`src/rtl/aircon_ctrl_p_if.sv`:
```
// rtl/aircon_ctrl_p_if.sv - front-panel write port bundle for aircon_ctrl_p
// Signals: sel (target setting), wr_en (write strobe), val (unsigned value).
// master: front-panel decoder side; slave: aircon_ctrl_p side.
interface aircon_ctrl_p_if #(
  parameter int W = 5
) ();
  logic [1:0]   sel;
  logic         wr_en;
  logic [W-1:0] val;

  modport master (output sel, output wr_en, output val);
  modport slave  (input  sel, input  wr_en, input  val);
endinterface

```
`src/rtl/aircon_ctrl_p.sv`:
```
// rtl/aircon_ctrl_p.sv - clamped air-conditioner setting store with power FSM and timer
// Ports: clk, rst (sync, active-high), pwr (power request level),
//        wr (aircon_ctrl_p_if.slave: sel/wr_en/val write port),
//        temp/cap/fan/timer (settings, 0 outside RUN), on (state is RUN),
//        expired (one-cycle pulse when the countdown reaches 0).
// Optional feature macro: AIRCON_FAN_RAMP_EN (fan steps toward its target
// once every RAMP_DIV cycles instead of jumping).
module aircon_ctrl_p #(
  parameter int W        = 5,
  parameter int TEMP_MIN = 17,
  parameter int TEMP_MAX = 30,
  parameter int TEMP_DEF = 24,
  parameter int CAP_MAX  = 3,
  parameter int FAN_MAX  = 7,
  parameter int TICK_DIV = 1000,
  parameter int RAMP_DIV = 4
) (
  input  logic            clk,
  input  logic            rst,
  input  logic            pwr,
  aircon_ctrl_p_if.slave  wr,
  output logic [W-1:0]    temp,
  output logic [W-1:0]    cap,
  output logic [W-1:0]    fan,
  output logic [W-1:0]    timer,
  output logic            on,
  output logic            expired
);

  localparam int             PW         = $clog2(TICK_DIV);
  localparam logic [PW-1:0]  PRESC_LAST = PW'(TICK_DIV - 1);

  typedef enum logic [1:0] {
    S_OFF  = 2'd0,
    S_RUN  = 2'd1,
    S_LOCK = 2'd2
  } state_t;

  state_t        state;
  state_t        state_nxt;
  logic [PW-1:0] presc;

  logic          wr_ok;
  logic          wr_timer;
  logic          wr_fan;
  logic          tick_wrap;
  logic          expire;
  logic          run_hold;
  logic [W-1:0]  temp_clamped;
  logic [W-1:0]  cap_clamped;
  logic [W-1:0]  fan_clamped;

  // A write only lands while RUN is sustained by pwr=1; a timer write
  // preempts the prescaler wrap of the same cycle, so it also cancels expiry.
  assign wr_ok     = (state == S_RUN) && pwr && wr.wr_en;
  assign wr_timer  = wr_ok && (wr.sel == 2'd3);
  assign wr_fan    = wr_ok && (wr.sel == 2'd2);
  assign tick_wrap = (state == S_RUN) && (timer != '0) && (presc == PRESC_LAST) && !wr_timer;
  assign expire    = tick_wrap && (timer == W'(1));
  assign run_hold  = (state == S_RUN) && (state_nxt == S_RUN);

  always_comb begin
    temp_clamped = wr.val;
    if (wr.val < W'(TEMP_MIN)) begin
      temp_clamped = W'(TEMP_MIN);
    end else if (wr.val > W'(TEMP_MAX)) begin
      temp_clamped = W'(TEMP_MAX);
    end
    cap_clamped = (wr.val > W'(CAP_MAX)) ? W'(CAP_MAX) : wr.val;
    fan_clamped = (wr.val > W'(FAN_MAX)) ? W'(FAN_MAX) : wr.val;
  end

  // State register
  always_ff @(posedge clk) begin
    if (rst) begin
      state <= S_OFF;
    end else begin
      state <= state_nxt;
    end
  end

  // Next-state logic; LOCK deliberately ignores pwr=1 so re-arming needs a 0.
  always_comb begin
    state_nxt = state;
    case (state)
      S_OFF:   if (pwr) state_nxt = S_RUN;
      S_RUN: begin
        if (!pwr) begin
          state_nxt = S_OFF;
        end else if (expire) begin
          state_nxt = S_LOCK;
        end
      end
      S_LOCK:  if (!pwr) state_nxt = S_OFF;
      default: state_nxt = S_OFF;
    endcase
  end

  // Output logic
  always_comb begin
    on = (state == S_RUN);
  end

  // Settings and countdown. Anything other than staying in RUN either loads
  // power-up defaults (OFF->RUN) or clears, which keeps outputs 0 outside RUN.
  always_ff @(posedge clk) begin
    if (rst) begin
      temp    <= '0;
      cap     <= '0;
      timer   <= '0;
      presc   <= '0;
      expired <= 1'b0;
    end else begin
      expired <= expire;
      if (state_nxt != S_RUN) begin
        temp  <= '0;
        cap   <= '0;
        timer <= '0;
        presc <= '0;
      end else if (state != S_RUN) begin
        temp  <= W'(TEMP_DEF);
        cap   <= '0;
        timer <= '0;
        presc <= '0;
      end else begin
        if (wr_ok && (wr.sel == 2'd0)) temp <= temp_clamped;
        if (wr_ok && (wr.sel == 2'd1)) cap  <= cap_clamped;
        if (wr_timer) begin
          timer <= wr.val;
          presc <= '0;
        end else if (timer == '0) begin
          presc <= '0;
        end else if (tick_wrap) begin
          timer <= timer - W'(1);
          presc <= '0;
        end else begin
          presc <= presc + PW'(1);
        end
      end
    end
  end

`ifdef AIRCON_FAN_RAMP_EN
  localparam int             RCW       = (RAMP_DIV > 1) ? $clog2(RAMP_DIV) : 1;
  localparam logic [RCW-1:0] RAMP_LAST = RCW'(RAMP_DIV - 1);

  logic [W-1:0]   fan_tgt;
  logic [RCW-1:0] ramp_cnt;

  // The ramp compares against the target held before this cycle's write, and
  // a new target never restarts the ramp counter mid-step.
  always_ff @(posedge clk) begin
    if (rst || !run_hold) begin
      fan      <= '0;
      fan_tgt  <= '0;
      ramp_cnt <= '0;
    end else begin
      if (fan != fan_tgt) begin
        if (ramp_cnt == RAMP_LAST) begin
          ramp_cnt <= '0;
          fan      <= (fan < fan_tgt) ? fan + W'(1) : fan - W'(1);
        end else begin
          ramp_cnt <= ramp_cnt + RCW'(1);
        end
      end else begin
        ramp_cnt <= '0;
      end
      if (wr_fan) fan_tgt <= fan_clamped;
    end
  end
`else
  // Without the ramp the applied speed is the clamped target itself.
  always_ff @(posedge clk) begin
    if (rst || !run_hold) begin
      fan <= '0;
    end else if (wr_fan) begin
      fan <= fan_clamped;
    end
  end
`endif

endmodule

```
`src/flat_wrapper.sv`:
```
// flat-port wrapper written by rule: the top's interface ports become plain ports
module aircon_ctrl_p_flat 
#(
  parameter int W        = 5,
  parameter int TEMP_MIN = 17,
  parameter int TEMP_MAX = 30,
  parameter int TEMP_DEF = 24,
  parameter int CAP_MAX  = 3,
  parameter int FAN_MAX  = 7,
  parameter int TICK_DIV = 1000,
  parameter int RAMP_DIV = 4
)
  (clk, rst, pwr, temp, cap, fan, timer, on, expired, wr_sel, wr_wr_en, wr_val);
  aircon_ctrl_p_if #(.W(W)) wr_i ();
  input  logic clk;
  input  logic rst;
  input  logic pwr;
  output logic [W-1:0] temp;
  output logic [W-1:0] cap;
  output logic [W-1:0] fan;
  output logic [W-1:0] timer;
  output logic on;
  output logic expired;
  input wire logic [$bits(wr_i.sel)-1:0] wr_sel;
  input wire logic [$bits(wr_i.wr_en)-1:0] wr_wr_en;
  input wire logic [$bits(wr_i.val)-1:0] wr_val;
  assign wr_i.sel = wr_sel;
  assign wr_i.wr_en = wr_wr_en;
  assign wr_i.val = wr_val;
  aircon_ctrl_p #(.W(W), .TEMP_MIN(TEMP_MIN), .TEMP_MAX(TEMP_MAX), .TEMP_DEF(TEMP_DEF), .CAP_MAX(CAP_MAX), .FAN_MAX(FAN_MAX), .TICK_DIV(TICK_DIV), .RAMP_DIV(RAMP_DIV)) u_core (.clk(clk), .rst(rst), .pwr(pwr), .wr(wr_i), .temp(temp), .cap(cap), .fan(fan), .timer(timer), .on(on), .expired(expired));
endmodule
```
`config.mk`:
```
export PLATFORM = sky130hd
export DESIGN_NAME = aircon_ctrl_p_flat
export DESIGN_NICKNAME = d
export VERILOG_FILES = /design/src/rtl/aircon_ctrl_p_if.sv /design/src/rtl/aircon_ctrl_p.sv /design/src/flat_wrapper.sv
export SDC_FILE = /design/constraint.sdc
export NUM_CORES = 1
export LEC_CHECK = 0
export ABC_AREA = 1
export CAP_MARGIN = 20
export CORE_UTILIZATION = 54
export CTS_CLUSTER_DIAMETER = 60
export CTS_CLUSTER_SIZE = 8
export DETAILED_ROUTE_END_ITERATION = 6
export PLACE_DENSITY = 0.83
export SETUP_SLACK_MARGIN = 0.02
export SYNTH_ARGS = -nofsm -noshare
export SYNTH_HDL_FRONTEND = slang
export SYNTH_SLANG_ARGS = --single-unit
```
`constraint.sdc`:
```
create_clock -name clk -period 2.4 [get_ports clk]
set_clock_uncertainty 0.2 [all_clocks]
set_input_delay 0.48 -clock clk [delete_from_list [all_inputs] [get_ports clk]]
set_output_delay 0.48 -clock clk [all_outputs]
set_load 0.05 [all_outputs]
```
==> run metrics, run 1 <==
status=complete, but fails checks; failing checks=design-rule violations; CTS tree=done; final worst path period need=2274 ps; post-CTS setup buffer count=0; RSZ-0062 raised after global routing=false; final setup violation count=0; crit path from=u_core.timer[4]$_SDFFE_PP0P_; reg2reg end=u_core.presc[4]$_SDFF_PP0_; f_max=0.4398 GHz; leakage=around 0.74 nW; Critical Path RT=1720 ps; HP Class=register to register; H-tree Lvls=2; Hold Vio Cnt, Final=0; WL final=3.473 mm; Reg2Reg Depth=8; reg2reg setup slack=roughly 470 ps; Site Rows=19; largest net degree at the start of global routing=17; CP endpoint kind=primary output; synthesized flop and latch total=33; Synth Warn #=0; Syn Inst Count=215; power per standard cell area=roughly 520 nW/µm²; global-route wire length before repair=6.016 mm; PortBufs=32; Worst path slowest cell=clkdlybuf4s50_1; critical path's top delay family=buffers and inverters; area leader, netlist=dfxtp_1; Final Net Count=268; Max-slew headroom=66.19%; Mapped Nets=230; VDD IR max=0.0003229 V; DR vias/cell=5.256; die area=3264 µm²; Crit Path Class=register to primary output; most common cell after layout, fill and taps aside=nand2_1; Hold Buf Count CTS=0; CTS Sinks=33; global placement routability congestion=0.8780; gr ovfl total=0; filler cell count=226; Antenna diodes=0; Wirelength per Cell=12.19 µm; TritonCTS Buffers=5; post-route ant nets=0; Final period util=94.75%; Clock Tree Buf Depth=2; Worst Max-Slew Pin Slew=around 510 ps; share of cells above drive strength 1=13.39%; maxcap violations=0; fin area=2071 µm²; share of the synthesized area in the top cell type=40.24%; clk_lat worst skew=340 ps; Area Overhead vs Synth=26.14%; clock-pin slew on the worst setup and hold paths=between 100 and 150 ps; final slew viol count=0; hpwl dp=2.592 mm; CP arrival=between 1500 and 2000 ps; setup TNS=0 ps; Seq/Total Area, Yosys=40.24%; number of global-route vias before repair=around 1400; Die Span X=57.14 µm; clock root buffer=clkbuf_4; Initial Utilization=58.03%; Synth Cell Area=1642 µm²; drt pass-1 iters=6; CP cell instances=clkdlybuf4s50_1; CP peak stage delay=~830 ps; critical path peak fanout=4; Crit path depth=1; via count=1498; reg-to-reg startpoint=u_core.timer[0]$_SDFFE_PP0P_; worst setup path end=timer[4]; Placed Area=1986 µm²; core box area=2829 µm²; Resized Gates After CTS=0; I/O pin count=33; Syn Area/Cell=between 7 and 8 µm²; synth unique cells=25; die extent in y=57.14 µm; critical path startpoint category=register; Starting DRT DRC Count=53; CP bufs+invs=1; top cells by area, synth=dfxtp_1 40%, nand2_1 11%, inv_1 6.6%; highest-count cells in the layout ignoring fill and taps=47 x nand2_1, 33 x dfxtp_1, 31 x clkdlybuf4s50_1; GRT Total Usage=23.83%; drt drc=2; initial antenna violation count=0
[cells in the mapped netlist]
cell type,number
nand4_1,4
buf_6,2
inv_2,1
buf_2,1
o21ai_0,10
nand2_4,1
dfxtp_1,33
nand3_4,1
o22ai_1,1
nor2_4,2
nor2_1,20
nand4_4,1
nor3_2,3
nand2_2,1
nand2_1,47
inv_1,29
xnor2_1,3
nand3b_2,1
nor3_1,11
xor2_1,4
a21oi_1,3
nand3_1,19
a21oi_2,12
nor2_2,1
ha_1,4
[worst min-delay path by stage]
| stage | from | to | cells after the start |
|---|---|---|---|
| floorplan | u_core.presc[0]$_SDFF_PP0_ | u_core.presc[0]$_SDFF_PP0_ | 1 |
| global placement | u_core.cap[2]$_SDFFE_PP0P_ | u_core.cap[2]$_SDFFE_PP0P_ | 2 |
| detailed placement | u_core.fan[4]$_SDFFE_PP0P_ | u_core.fan[4]$_SDFFE_PP0P_ | 2 |
| CTS | u_core.fan[4]$_SDFFE_PP0P_ | u_core.fan[4]$_SDFFE_PP0P_ | 2 |
| global route | u_core.fan[4]$_SDFFE_PP0P_ | u_core.fan[4]$_SDFFE_PP0P_ | 2 |
| finish | u_core.fan[4]$_SDFFE_PP0P_ | u_core.fan[4]$_SDFFE_PP0P_ | 2 |
[through the flow]
stage | total power [W] | utilization, % | worst slack [ps] | instances | hold slack (ps)
global placement | 0.0006360 | 70.19 | 219.3 | 277 | 233.9
detailed placement | 0.0006368 | 70.19 | 150.6 | 277 | 235.0
CTS | 0.001069 | 73.20 | 130.0 | 285 | 250.0
floorplan | 0.0006024 | - | 338.0 | 215 | 231.6
global route | 0.001101 | 73.20 | 66.90 | 285 | 265.6
finish | 0.001068 | 73.20 | 126.1 | 285 | 248.0
[state kept, by name, summed over array words and instances (netlist names)]
signal	flops
u_core.presc	10
u_core.fan	5
u_core.timer	5
u_core.expired	1
u_core.cap	5
u_core.state	2
u_core.temp	5
[power by group]
part | internal (W) | switching (W) | total (W)
combinational | 0.0000277 | 0.0000438 | 0.0000714
sequential | 0.000550 | 0.00000258 | 0.000553
clock | 0.000249 | 0.000195 | 0.000444
total | 0.000827 | 0.000241 | 0.00107
[cell families (layout without fill, tap and decap cells)]
family          count (synthesis)  in the layout  synth area share, %
compound gates                 26             26                10.75
xor+xnor                        7              7                3.735
buf+inv                        33             72                8.536
fa+ha+maj                       4              4                3.049
simple gates                  112            112                33.69
flops                          33             33                40.24
[cell type report]
type                       instances  area (µm²)  area share (%)
multi-input combinational        149       840.8           40.60
sequential                        33       660.6           31.90
timing repair buffer              34       332.8           16.07
inverter                          30       112.6           5.438
clock buffer                       7       55.05           2.659
tap                               31       38.79           1.873
clock inverter                     1       30.03           1.450
[per-layer routing]
metal  global-route usage, %  part of all wire (%)
met5                       0                     0
met4                   11.50                   1.8
met3                   4.762                   5.5
met2                   35.80                    44
met1                   32.81                    49
Note: power is estimated with default switching activity, not from simulation.
==> inputs of run 2 (changes only) <==
--- a/config.mk
+++ b/config.mk
@@ -7,12 +7,13 @@
 export LEC_CHECK = 0
 export ABC_AREA = 1
 export CAP_MARGIN = 20
-export CORE_UTILIZATION = 54
+export CORE_UTILIZATION = 40
 export CTS_CLUSTER_DIAMETER = 60
 export CTS_CLUSTER_SIZE = 8
 export DETAILED_ROUTE_END_ITERATION = 6
-export PLACE_DENSITY = 0.83
+export RECOVER_POWER = 100
 export SETUP_SLACK_MARGIN = 0.02
+export SLEW_MARGIN = 20
 export SYNTH_ARGS = -nofsm -noshare
 export SYNTH_HDL_FRONTEND = slang
 export SYNTH_SLANG_ARGS = --single-unit
==> run metrics, run 2 (synthesis results as in run 1) <==
global-route wire length before repair=5.906 mm (was 6.016 mm); CP peak stage delay=900 ps (was 830 ps); f_max=0.4419 GHz (was 0.4398 GHz); core box area=3799 µm² (was 2829 µm²); die extent in y=66.06 µm (was 57.14 µm); CP endpoint kind=primary output (unchanged); highest-count cells in the layout ignoring fill and taps=47 x nand2_1, 33 x dfxtp_1, 29 x inv_1 (was 47 x nand2_1, 33 x dfxtp_1, 31 x clkdlybuf4s50_1); DR vias/cell=4.795 (was 5.256); largest net degree at the start of global routing=24 (was 17); combinational share of power=5.9% (was 6.7%); leakage=0.8229 nW (was 0.7408 nW); max FFs per register=10 (unchanged); via count=1448 (was 1498); power per standard cell area=560.4 nW/µm² (was 515.7 nW/µm²); Area Overhead vs Synth=25.69% (was 26.14%); Net Sw Frac=23.26% (was 22.57%); CTS Sinks=33 (unchanged); Seq pwr share=47.8% (was 51.8%); Min Hold Slack=242.4 ps (was 248.0 ps); RSZ-0062 raised after global routing=false (unchanged); Crit Path Class=register to primary output (unchanged); Worst Max-Slew Pin Slew=585.2 ps (was 505.6 ps); critical path's top delay family=buffers and inverters (unchanged); Starting DRT DRC Count=94 (was 53); CP cell instances=dlygate4sd3_1 (was clkdlybuf4s50_1); Max-slew headroom=60.68% (was 66.19%); post-CTS setup buffer count=0 (unchanged); CP arrival=1580 ps (was 1590 ps); Initial Utilization=43.21% (was 58.03%); final worst path period need=2263 ps (was 2274 ps); drt pass-1 iters=4 (was 6); largest reg by FF count=u_core.presc (unchanged); most common cell after layout, fill and taps aside=nand2_1 (unchanged); GRT Total Usage=18.26% (was 23.83%); filler cell count=373 (was 226); clock-pin slew on the worst setup and hold paths=80 ps (was 110 ps); overall power=0.001156 W (was 0.001068 W); Power Internal=0.0008874 W (was 0.0008268 W); share of cells above drive strength 1=8.268% (was 13.39%); Site Rows=22 (was 19); PortBufs=32 (unchanged); clock root buffer=clkbuf_8 (was clkbuf_4); hpwl dp=2.589 mm (was 2.592 mm); H-tree Lvls=2 (unchanged); Resized Gates After CTS=0 (unchanged); final setup violation count=0 (unchanged); initial antenna violation count=0 (unchanged); maxcap violations=0 (unchanged); Final Net Count=268 (unchanged); clk_lat worst skew=290 ps (was 340 ps); Final period util=94.29% (was 94.75%); drt drc=0 (was 2); VDD IR max=0.0003135 V (was 0.0003229 V); WL final=3.530 mm (was 3.473 mm); number of global-route vias before repair=1330 (was 1381); CTS tree=done (unchanged); Hold Vio Cnt, Final=0 (unchanged); Antenna diodes=0 (unchanged); status=completed (was complete, but fails checks); Clk pwr share=46.3% (was 41.5%); Hold Buf Count CTS=0 (unchanged); critical path startpoint category=register (unchanged); gr ovfl total=0 (unchanged); Worst path slowest cell=dlygate4sd3_1 (was clkdlybuf4s50_1); Clock Tree Buf Depth=2 (unchanged); I/O pin count=33 (unchanged); setup TNS=0 ps (unchanged); TritonCTS Buffers=5 (unchanged); die area=4364 µm² (was 3264 µm²); CP bufs+invs=1 (unchanged); post-route ant nets=0 (unchanged); PnR worst setup slack=137.0 ps (was 126.1 ps); Die Span X=66.06 µm (was 57.14 µm); Critical Path RT=1720 ps (about the same); critical path peak fanout=4 (unchanged); Psw=0.0002689 W (was 0.0002411 W); Wirelength per Cell=11.69 µm (was 12.19 µm); Place WS=185.2 ps (was 150.6 ps); HP Class=register to register (unchanged); global placement routability congestion=0.7473 (was 0.8780); final slew viol count=0 (unchanged)
## run 2: cell count changes in the layout (fill, tap and decap cells not counted), moves of 2 or more
cell	before	now
clkdlybuf4s50_1	31	10
clkbuf_8	1	5
clkbuf_4	5	0
nor3_1	11	14
buf_4	3	1
a21oi_1	3	11
nor3_2	3	0
dlygate4sd3_1	0	21
a21oi_2	12	4
## run 2: final cells by class
class	instances	area [µm²]	area share (%)
clock inverters	3	46.29	2.244
inverters	30	112.6	5.458
flip-flops and latches	33	660.6	32.02
multi-input cells	149	773.2	37.48
repair buffers	34	341.6	16.56
clock buffers	5	68.82	3.335
well taps	48	60.06	2.911
## run 2: metrics by stage
stage | std cells | util, % | instance area [µm²]
2_1_floorplan | 215 | - | 1642
3_3_place_gp | 294 | 53.16 | 2019
3_5_place_dp | 294 | 53.16 | 2019
4_1_cts | 302 | 56.19 | 2135
5_1_grt | 302 | 54.31 | 2063
6_report | 302 | 54.31 | 2063
## run 2: path summary, 6_finish.rpt
kind	from	end	slack, ps	cells past startpoint
worst max-delay path	u_core.timer[3]$_SDFFE_PP0P_	timer[3]	140	1
worst min-delay path	u_core.cap[3]$_SDFFE_PP0P_	u_core.cap[3]$_SDFFE_PP0P_	240	2
worst max register to register	u_core.timer[0]$_SDFFE_PP0P_	u_core.presc[5]$_SDFF_PP0_	460	9
worst min register to register	u_core.cap[3]$_SDFFE_PP0P_	u_core.cap[3]$_SDFFE_PP0P_	240	2
## run 2: power groups by stage
stage / combinational, W / clock, W / sequential, W
3_3_place_gp: 0.0000722 / 0 / 0.000566
4_1_cts: 0.0000727 / 0.000545 / 0.000553
5_1_grt: 0.0000745 / 0.000578 / 0.000553
6_report: 0.0000680 / 0.000536 / 0.000553
3_5_place_dp: 0.0000724 / 0 / 0.000566
2_1_floorplan: 0.0000297 / 0 / 0.000573
## run 2: metal layers
layer	wire [µm]	GRT usage [%]	vias up
li1	-	-	769
met1	1825	24.66	642
met2	1462	26.15	35
met3	214	7.069	2
met4	27	6.383	0
met5	0	0	-
==> inputs of run 3 (changes only) <==
--- a/config.mk
+++ b/config.mk
@@ -7,7 +7,7 @@
 export LEC_CHECK = 0
 export ABC_AREA = 1
 export CAP_MARGIN = 20
-export CORE_UTILIZATION = 40
+export CORE_UTILIZATION = 35
 export CTS_CLUSTER_DIAMETER = 60
 export CTS_CLUSTER_SIZE = 8
 export DETAILED_ROUTE_END_ITERATION = 6
==> run metrics, run 3 (synthesis results as in run 1) <==
setup TNS=0 ps (unchanged); CP peak stage delay=910 ps (was 900 ps); WL final=3.469 mm (was 3.530 mm); TritonCTS Buffers=5 (unchanged); Seq pwr share=51.3% (was 47.8%); leakage=0.8237 nW (was 0.8229 nW); worst setup path end=timer[2] (was timer[3]); HP Class=register to register (unchanged); VDD IR max=0.0003157 V (was 0.0003135 V); die area=4968 µm² (was 4364 µm²); H-tree Lvls=2 (unchanged); number of global-route vias before repair=1424 (was 1330); CP cell instances=dlygate4sd3_1 (unchanged); Clock Tree Buf Depth=2 (unchanged); CP bufs+invs=1 (unchanged); critical path's top delay family=buffers and inverters (unchanged); combinational share of power=6.3% (was 5.9%); die extent in y=70.49 µm (was 66.06 µm); Worst path slowest cell=dlygate4sd3_1 (unchanged); largest reg by FF count=u_core.presc (unchanged); I/O pin count=33 (unchanged); Net Sw Frac=22.45% (was 23.26%); Starting DRT DRC Count=58 (was 94); Final period util=95.06% (was 94.29%); final worst path period need=2282 ps (was 2263 ps); Power Internal=0.0008355 W (was 0.0008874 W); crit path from=u_core.timer[2]$_SDFFE_PP0P_ (was u_core.timer[3]$_SDFFE_PP0P_); Site Rows=24 (was 22); hpwl dp=2.511 mm (was 2.589 mm); power per standard cell area=524.4 nW/µm² (was 560.4 nW/µm²); most common cell after layout, fill and taps aside=nand2_1 (unchanged); drt pass-1 iters=6 (was 4); clock root buffer=clkbuf_8 (unchanged); reg2reg setup slack=530 ps (was 460 ps); CTS tree=done (unchanged); Resized Gates After CTS=0 (unchanged); Critical Path RT=1720 ps (about the same); highest-count cells in the layout ignoring fill and taps=47 x nand2_1, 33 x dfxtp_1, 29 x inv_1 (unchanged); drt drc=3 (was 0); global-route wire length before repair=6.230 mm (was 5.906 mm); critical path peak fanout=4 (unchanged); initial antenna violation count=0 (unchanged); largest net degree at the start of global routing=17 (was 24); status=complete, but fails checks (was completed); reg-to-reg startpoint=u_core.timer[0]$_SDFFE_PP0P_ (unchanged); f_max=0.4383 GHz (was 0.4419 GHz); max FFs per register=10 (unchanged); Crit Path Class=register to primary output (unchanged); Die Span X=70.49 µm (was 66.06 µm); Initial Utilization=36.94% (was 43.21%); Placed Area=2019 µm² (unchanged); DR vias/cell=4.655 (was 4.795); CP endpoint kind=primary output (unchanged); post-CTS setup buffer count=0 (unchanged); gr ovfl total=0 (unchanged); GRT Total Usage=16.09% (was 18.26%); hold depth=2 (unchanged); Crit path depth=1 (unchanged); Hold Buf Count CTS=0 (unchanged); share of cells above drive strength 1=8.627% (was 8.268%); Final Net Count=269 (was 268); reg2reg end=u_core.fan[1]$_SDFFE_PP0P_ (was u_core.presc[5]$_SDFF_PP0_); clock-pin slew on the worst setup and hold paths=70 ps (was 80 ps); global placement routability congestion=0.8053 (was 0.7473); PortBufs=32 (unchanged); Max-slew headroom=60.96% (was 60.68%); CTS Sinks=33 (unchanged); CP arrival=1600 ps (was 1580 ps); clk_lat worst skew=280 ps (was 290 ps); core box area=4444 µm² (was 3799 µm²); Psw=0.0002418 W (was 0.0002689 W); critical path startpoint category=register (unchanged); Clk pwr share=42.4% (was 46.3%); Worst Max-Slew Pin Slew=588.1 ps (was 585.2 ps); Area Overhead vs Synth=25.15% (was 25.69%); final setup violation count=0 (unchanged); RSZ-0062 raised after global routing=false (unchanged); failing checks=design-rule violations; post-route ant nets=0 (unchanged); Wirelength per Cell=11.30 µm (was 11.69 µm); fin area=2054 µm² (was 2063 µm²); Reg2Reg Depth=9 (unchanged); via count=1429 (was 1448); maxcap violations=0 (unchanged); Hold Vio Cnt, Final=0 (unchanged); Antenna diodes=0 (unchanged); final slew viol count=0 (unchanged)
run 3: cell count changes in the layout (fill, tap and decap cells not counted), sizes merged:
cell	before	now
bufinv	1	0
clkdlybuf4s50	10	9
clkbuf	6	8
buf	2	3
clkinvlp	1	0
dlygate4sd3	21	22
run 3: how the worst min path moves through the flow:
| stage | startpoint | endpoint | slack [ps] |
|---|---|---|---|
| detailed placement | u_core.fan[3]$_SDFFE_PP0P_ | u_core.fan[3]$_SDFFE_PP0P_ | 230 |
| global placement | u_core.cap[2]$_SDFFE_PP0P_ | u_core.cap[2]$_SDFFE_PP0P_ | 230 |
| CTS | u_core.fan[3]$_SDFFE_PP0P_ | u_core.fan[3]$_SDFFE_PP0P_ | 250 |
| floorplan | u_core.presc[0]$_SDFF_PP0_ | u_core.presc[0]$_SDFF_PP0_ | 230 |
| finish | u_core.cap[2]$_SDFFE_PP0P_ | u_core.cap[2]$_SDFFE_PP0P_ | 240 |
| global route | u_core.fan[3]$_SDFFE_PP0P_ | u_core.fan[3]$_SDFFE_PP0P_ | 270 |
run 3: final cells by class:
| type | count | area, µm² |
|---|---|---|
| multi-input combinational | 149 | 778.2 |
| tap | 52 | 65.06 |
| clock inverter | 1 | 5.005 |
| fill | 471 | 2390 |
| clock buffer | 7 | 96.34 |
| timing repair buffer | 35 | 336.6 |
| inverter | 30 | 112.6 |
| sequential | 33 | 660.6 |
run 3: routing by layer:
metal	up-vias	wire [µm]	GRT usage, %
met5	-	0	0
met4	0	70	6.576
met3	9	181	5.195
met2	33	1406	24.38
met1	614	1810	21.00
li1	773	-	-
run 3: per-stage QoR:
step,power (W),setup slack [ps],util [%],hold slack [ps],cells
finish,0.001077,118.5,46.23,238.9,307
global route,0.001126,67.22,46.23,265.1,307
floorplan,0.0006024,338.0,-,231.6,215
detailed placement,0.0006363,190.5,45.44,234.7,299
CTS,0.001103,161.8,47.72,246.7,307
global placement,0.0006364,205.0,45.44,233.5,299
run 3: power by group through the flow:
stage	Combinational (W)	Clock (W)	Sequential, W
finish	0.0000677	0.000457	0.000553
global route	0.0000749	0.000498	0.000553
CTS	0.0000714	0.000478	0.000553
detailed placement	0.0000709	0	0.000565
global placement	0.0000709	0	0.000565
floorplan	0.0000297	0	0.000573
==> patch 1 (settings of run 2) <==
`W` is set to 5 in 3 places; all go to 10.
--- a/src/rtl/aircon_ctrl_p_if.sv
+++ b/src/rtl/aircon_ctrl_p_if.sv
@@ -2,7 +2,7 @@
 // Signals: sel (target setting), wr_en (write strobe), val (unsigned value).
 // master: front-panel decoder side; slave: aircon_ctrl_p side.
 interface aircon_ctrl_p_if #(
-  parameter int W = 5
+  parameter int W = 10
 ) ();
   logic [1:0]   sel;
   logic         wr_en;
--- a/src/rtl/aircon_ctrl_p.sv
+++ b/src/rtl/aircon_ctrl_p.sv
@@ -6,7 +6,7 @@
 // Optional feature macro: AIRCON_FAN_RAMP_EN (fan steps toward its target
 // once every RAMP_DIV cycles instead of jumping).
 module aircon_ctrl_p #(
-  parameter int W        = 5,
+  parameter int W        = 10,
   parameter int TEMP_MIN = 17,
   parameter int TEMP_MAX = 30,
   parameter int TEMP_DEF = 24,
--- a/src/flat_wrapper.sv
+++ b/src/flat_wrapper.sv
@@ -1,7 +1,7 @@
 // flat-port wrapper written by rule: the top's interface ports become plain ports
 module aircon_ctrl_p_flat 
 #(
-  parameter int W        = 5,
+  parameter int W        = 10,
   parameter int TEMP_MIN = 17,
   parameter int TEMP_MAX = 30,
   parameter int TEMP_DEF = 24,
Ports: changed (5 resized); port bits go from 33 to 58. The function was not compared with the original's and may differ.
==> patch 1 against run 2 <==
  * Sequential cell count grew 20
  * Routed wire length grew 63%
  * Synthesized area is 56% higher
  * Total power increased by 38%
  * Setup slack got worse by 0.069 ns
  * Sequential share of layout area grew 0.18 points
  * Final area rose by 60%
  * Via count rose by 62%
  * Critical path type unchanged
==> patch 1: results (changes against run 2) <==
| Metric | Value |
|---|---|
| Largest net degree at the start of global routing | `21 (-13%)` |
| Synth Area in XOR/XNOR | `2.74% (-0.99 points)` |
| GRT Util Overall | `18.7% (+0.43 points)` |
| Gp weighted congestion | `0.792 (+5.9%)` |
| R2R cell count | `11 (+2)` |
| Maximum VDD drop | `285 µV (-9.2%)` |
| Status | `finished clean` |
| Seq/Total Area, Yosys | `41.5% (+1.3 points)` |
| CP max stage delay | `0.86 ns (-0.04 ns)` |
| Syn nets | `378 (+64%)` |
| DR iter-0 viols | `111 (+18%)` |
| Wire per inst | `11.5 µm (-1.3%)` |
| Slew headroom | `65.0% (+4.3 points)` |
| Post-synthesis compound-gate area fraction | `4.21% (-6.5 points)` |
| HPWL Detailed | `4.31 mm (+67%)` |
| Post-synth top cells | `nand2_1 (87), nor2_1 (63), dfxtp_1 (53)` |
| CP max-delay cell | `clkdlybuf4s50_1` |
| Dpl cells | `491 (+67%)` |
| Nets@finish | `442 (+65%)` |
| Fin cells | `499 (+65%)` |
| Multiplexer share of the synthesized area | `0.392% (+0.39 points)` |
| Worst-path clk slew | `0.10 ns (+0.02 ns)` |
| Share of cells above drive strength 1 | `10.6% (+2.3 points)` |
| Clk_lat worst skew | `0.31 ns (+0.02 ns)` |
| Post-Syn Area per Cell | `7.12 µm² (-6.8%)` |
| Via density | `4.69 (-2.1%)` |
patch 1: cell count changes in the layout (fill, tap and decap cells not counted), sizes merged, moves of 12 or more:
cell         delta
inv            +12
a21oi          -13
nand2          +40
nand3          +14
dlygate4sd3    +15
dfxtp          +20
nor2           +67
patch 1: power by group through the flow:
stage | sequential [mW] | combinational [mW] | clock [mW]
after floorplan | 0.913 | 0.0442 | 0
after global placement | 0.905 | 0.0979 | 0
after detailed placement | 0.905 | 0.0984 | 0
after CTS | 0.885 | 0.0991 | 0.640
after global routing | 0.885 | 0.105 | 0.673
final | 0.884 | 0.0959 | 0.621
patch 1: stage by stage:
stage	utilization (%)	cell area (µm²)	hold slack [ns]	power, mW	setup slack (ns)
2_1_floorplan	-	2550	0.218	0.957	0.0891
3_3_place_gp	53.3	3210	0.229	1.00	0.144
3_5_place_dp	53.3	3210	0.234	1.00	0.0957
4_1_cts	55.2	3330	0.250	1.62	0.0644
5_1_grt	54.7	3300	0.266	1.66	0.0230
6_report	54.7	3300	0.245	1.60	0.0678
patch 1: metal layers:
metal	vias up	wire, µm	GRT usage [%]
met2	48	2560	30.3
met4	0	63	5.26
li1	1247	-	-
met3	7	331	6.22
met1	1040	2800	23.5
met5	-	0	0
patch 1: kinds of logic (layout without fill, tap and decap cells):
logic type | Yosys count | count (layout)
and+or+nand+nor | 226 | 226
DFF | 53 | 53
buffers and inverters | 48 | 113
AOI/OAI and AO/OA | 20 | 20
xor gates and xnor gates | 8 | 8
adders and majority gates | 3 | 3
muxes | 1 | 1
patch 1: path summary, 6_finish.rpt:
path / slack (ns) / to / startpoint
max reg2reg: 0.32 / u_core.cap[1]$_SDFFE_PP0P_ / u_core.timer[0]$_SDFFE_PP0P_
max: 0.07 / timer[3] / u_core.timer[3]$_SDFFE_PP0P_
min reg2reg: 0.24 / u_core.temp[9]$_SDFFE_PP0P_ / u_core.temp[9]$_SDFFE_PP0P_
min: 0.24 / u_core.temp[9]$_SDFFE_PP0P_ / u_core.temp[9]$_SDFFE_PP0P_
patch 1: layout make-up:
cell class	instances	area, µm²	share of cell area [%]
Clock inverter	3	43.8	1.33
Inverter	41	154	4.67
Tap cell	75	93.8	2.85
Timing Repair Buffer	64	633	19.2
Sequential cell	53	1060	32.2
Multi-Input combinational cell	258	1240	37.7
Clock buffer	5	68.8	2.09
patch 1: worst reg2reg max path, cell delays in order, from the launching register on:
cell	delay (ns)
dfxtp_1	0.40
inv_1	0.08
ha_1	0.27
nand2_1	0.11
nor2_2	0.05
nand3_2	0.12
nand2_1	0.07
nor2_2	0.14
nand3_4	0.12
nand3_4	0.08
buf_4	0.27
nor2_1	0.08
==> patch 2 (settings of run 2) <==
Without the edit above. The 3 states of `state_t` get a one-hot encoding in 3 bits.
--- a/src/rtl/aircon_ctrl_p.sv
+++ b/src/rtl/aircon_ctrl_p.sv
@@ -30,10 +30,10 @@
   localparam int             PW         = $clog2(TICK_DIV);
   localparam logic [PW-1:0]  PRESC_LAST = PW'(TICK_DIV - 1);
 
-  typedef enum logic [1:0] {
-    S_OFF  = 2'd0,
-    S_RUN  = 2'd1,
-    S_LOCK = 2'd2
+  typedef enum logic [2:0] {
+    S_OFF  = 3'b001,
+    S_RUN  = 3'b010,
+    S_LOCK = 3'b100
   } state_t;
 
   state_t        state;
Behaviour: no difference found for any inputs over 10 cycles, from zero or initial values and one cycle with rst high; not proved beyond that.
==> patch 2 against run 2 <==
  * Setup slack lost 0.0027 ns
  * Sequential cell count grew 1
  * Hold slack lost 0.0033 ns
  * Synthesized area down 1.4%
  * Synthesized cell count unchanged
  * Total power fell by 2.0%
  * Routed wire length down 5.1%
  * Cell count increased by 0.66%
  * Clock power fell by 6.7%
  * Sequential power is 3% higher
  * Via count is 2.4% lower
  * Final area grew 1.2%
  * Largest cell class unchanged
  * Largest power group unchanged
  * Highest routed layer unchanged
==> patch 2: results (changes against run 2) <==
| Metric | Value |
|---|---|
| Hold_sp | `u_core.fan[3]$_SDFFE_PP0P_` |
| Seq/Total Area, Yosys | `42.0% (+1.8 points)` |
| Gp weighted congestion | `0.764 (+2.3%)` |
| Max FFs per register | `10 (unchanged)` |
| CP max-delay cell | `dlygate4sd3_1` |
| Largest net degree at the start of global routing | `19 (-21%)` |
| Post-DP Area | `0.00200 mm² (-0.93%)` |
| Top post-synthesis cells by area | `dfxtp_1 (42%), nand2_1 (11%), nor2_1 (8.8%)` |
| Synth unique cells | `26 (+4.0%)` |
| Ys Warns | `0 (unchanged)` |
| Antenna Cells | `0 (unchanged)` |
| Post-CTS Resized | `0 (unchanged)` |
| HP Class | `register to register` |
| Ys flop type | `dfxtp_1` |
| Clock buffer depth | `2 (unchanged)` |
| Syn nets | `230 (unchanged)` |
| Status | `finished clean` |
| Fill count | `372 (-0.27%)` |
| DR iter-0 viols | `56 (-40%)` |
| Num CTS Buffers | `5 (unchanged)` |
| Initial antenna violation count | `0 (unchanged)` |
| Wire per inst | `11.0 µm (-5.8%)` |
| Leak | `0.916 nW (+11%)` |
| RR Endpoint | `u_core.temp[3]$_SDFFE_PP0P_` |
| Slew headroom | `61.0% (+0.31 points)` |
| CTS root buffer | `clkbuf_8` |
| Setup WS pre-CTS | `0.101 ns (-0.0839 ns)` |
| Worst-path clk slew | `0.07 ns` |
| Via density | `4.65 (-3.1%)` |
| Reg-to-reg setup timing slack | `0.55 ns (+0.09 ns)` |
| Post-CTS Setup Inserts | `0 (unchanged)` |
| Hold Path Sink | `u_core.fan[3]$_SDFFE_PP0P_` |
| Number of I/O port buffers | `32 (unchanged)` |
| Share of cells above drive strength 1 | `7.03% (-1.2 points)` |
| R2R cell count | `10 (+1)` |
| Vias in the first global route | `1,350 (+1.5%)` |
| Worst hold slack | `0.239 ns (-0.00327 ns)` |
| Top reg by flops | `u_core.presc` |
| Nets@finish | `270 (+0.75%)` |
| CP top delay family | `buffers and inverters` |
| Crit path arrival time | `1.59 ns` |
| CP max stage delay | `0.90 ns (about the same)` |
| Post-synth top cells | `nand2_1 (47), nor2_1 (38), dfxtp_1 (34)` |
| Drt first pass iters | `4 (unchanged)` |
| HPWL Detailed | `2.45 mm (-5.5%)` |
| Maximum VDD drop | `302 µV (-3.8%)` |
| GRT Util Overall | `18.3% (+0.021 points)` |
| Max FO, Critical Path | `4 (unchanged)` |
| R2R Path Start | `u_core.timer[0]$_SDFFE_PP0P_` |
| FFs w/ async S/R, synth | `0% (unchanged)` |
| Worst Hold Depth | `2 (unchanged)` |
| H-tree levels | `2 (unchanged)` |
| First-pass GRT wire length | `5.95 mm (+0.69%)` |
| Clk_lat worst skew | `0.29 ns (about the same)` |
## patch 2: cell count changes in the layout (fill, tap and decap cells not counted), sizes merged, moves of 2 or more
cell / delta
nor3: -8
a21oi: -5
nand2: -2
o21ai: -4
clkbuf: +4
o21bai: +2
clkdlybuf4s50: -2
xor2: +3
nand3: -3
nand4: -2
nor2: +17
dlygate4sd3: +2
## patch 2: metrics by stage
step / util, % / instances
floorplan: - / 215
global placement: 53.1 / 296
detailed placement: 53.1 / 296
CTS: 56.0 / 304
global route: 55.3 / 304
finish: 55.3 / 304
## patch 2: worst max path at each step
stage / start / endpoint / slack (ns) / depth (start not counted)
finish: u_core.timer[0]$_SDFFE_PP0P_ / timer[0] / 0.13 / 1
global route: pwr / u_core.presc[5]$_SDFF_PP0_ / 0.10 / 7
CTS: u_core.timer[0]$_SDFFE_PP0P_ / timer[0] / 0.19 / 1
detailed placement: pwr / u_core.cap[0]$_SDFFE_PP0P_ / 0.10 / 6
global placement: pwr / u_core.cap[1]$_SDFFE_PP0P_ / 0.15 / 6
floorplan: u_core.timer[0]$_SDFFE_PP0P_ / u_core.timer[1]$_SDFFE_PP0P_ / 0.31 / 9
## patch 2: final cells by class
cell class / instances / area [µm²] / area share, %
Tap cell: 48 / 60.1 / 2.88
Inverter: 29 / 109 / 5.22
Clock buffer: 8 / 110 / 5.28
Multi-Input combinational cell: 151 / 802 / 38.4
Timing Repair Buffer: 34 / 325 / 15.6
Sequential cell: 34 / 681 / 32.6
## patch 2: routing by layer
layer	GRT usage [%]	up-vias	part of all wire, %
met5	0	-	0
met4	8.97	0	2.1
met3	4.86	7	5.0
li1	-	761	-
met2	26.9	33	42
met1	24.4	612	51
## patch 2: cell families (layout without fill, tap and decap cells)
group | count (synthesis) | in the layout | share of synthesized area, %
compound gates | 20 | 20 | 7.03
xor+xnor | 11 | 11 | 5.95
fa+ha+maj | 4 | 4 | 3.09
buf+inv | 30 | 71 | 7.42
flops | 34 | 34 | 42.0
simple gates | 116 | 116 | 34.5
## patch 2: where the power goes
| group | switching [mW] | leakage, nW | internal [mW] |
|---|---|---|---|
| registers | 0.00281 | 0.275 | 0.569 |
| clock network | 0.211 | 0.0575 | 0.290 |
| logic | 0.0372 | 0.583 | 0.0241 |
| total | 0.250 | 0.916 | 0.882 |
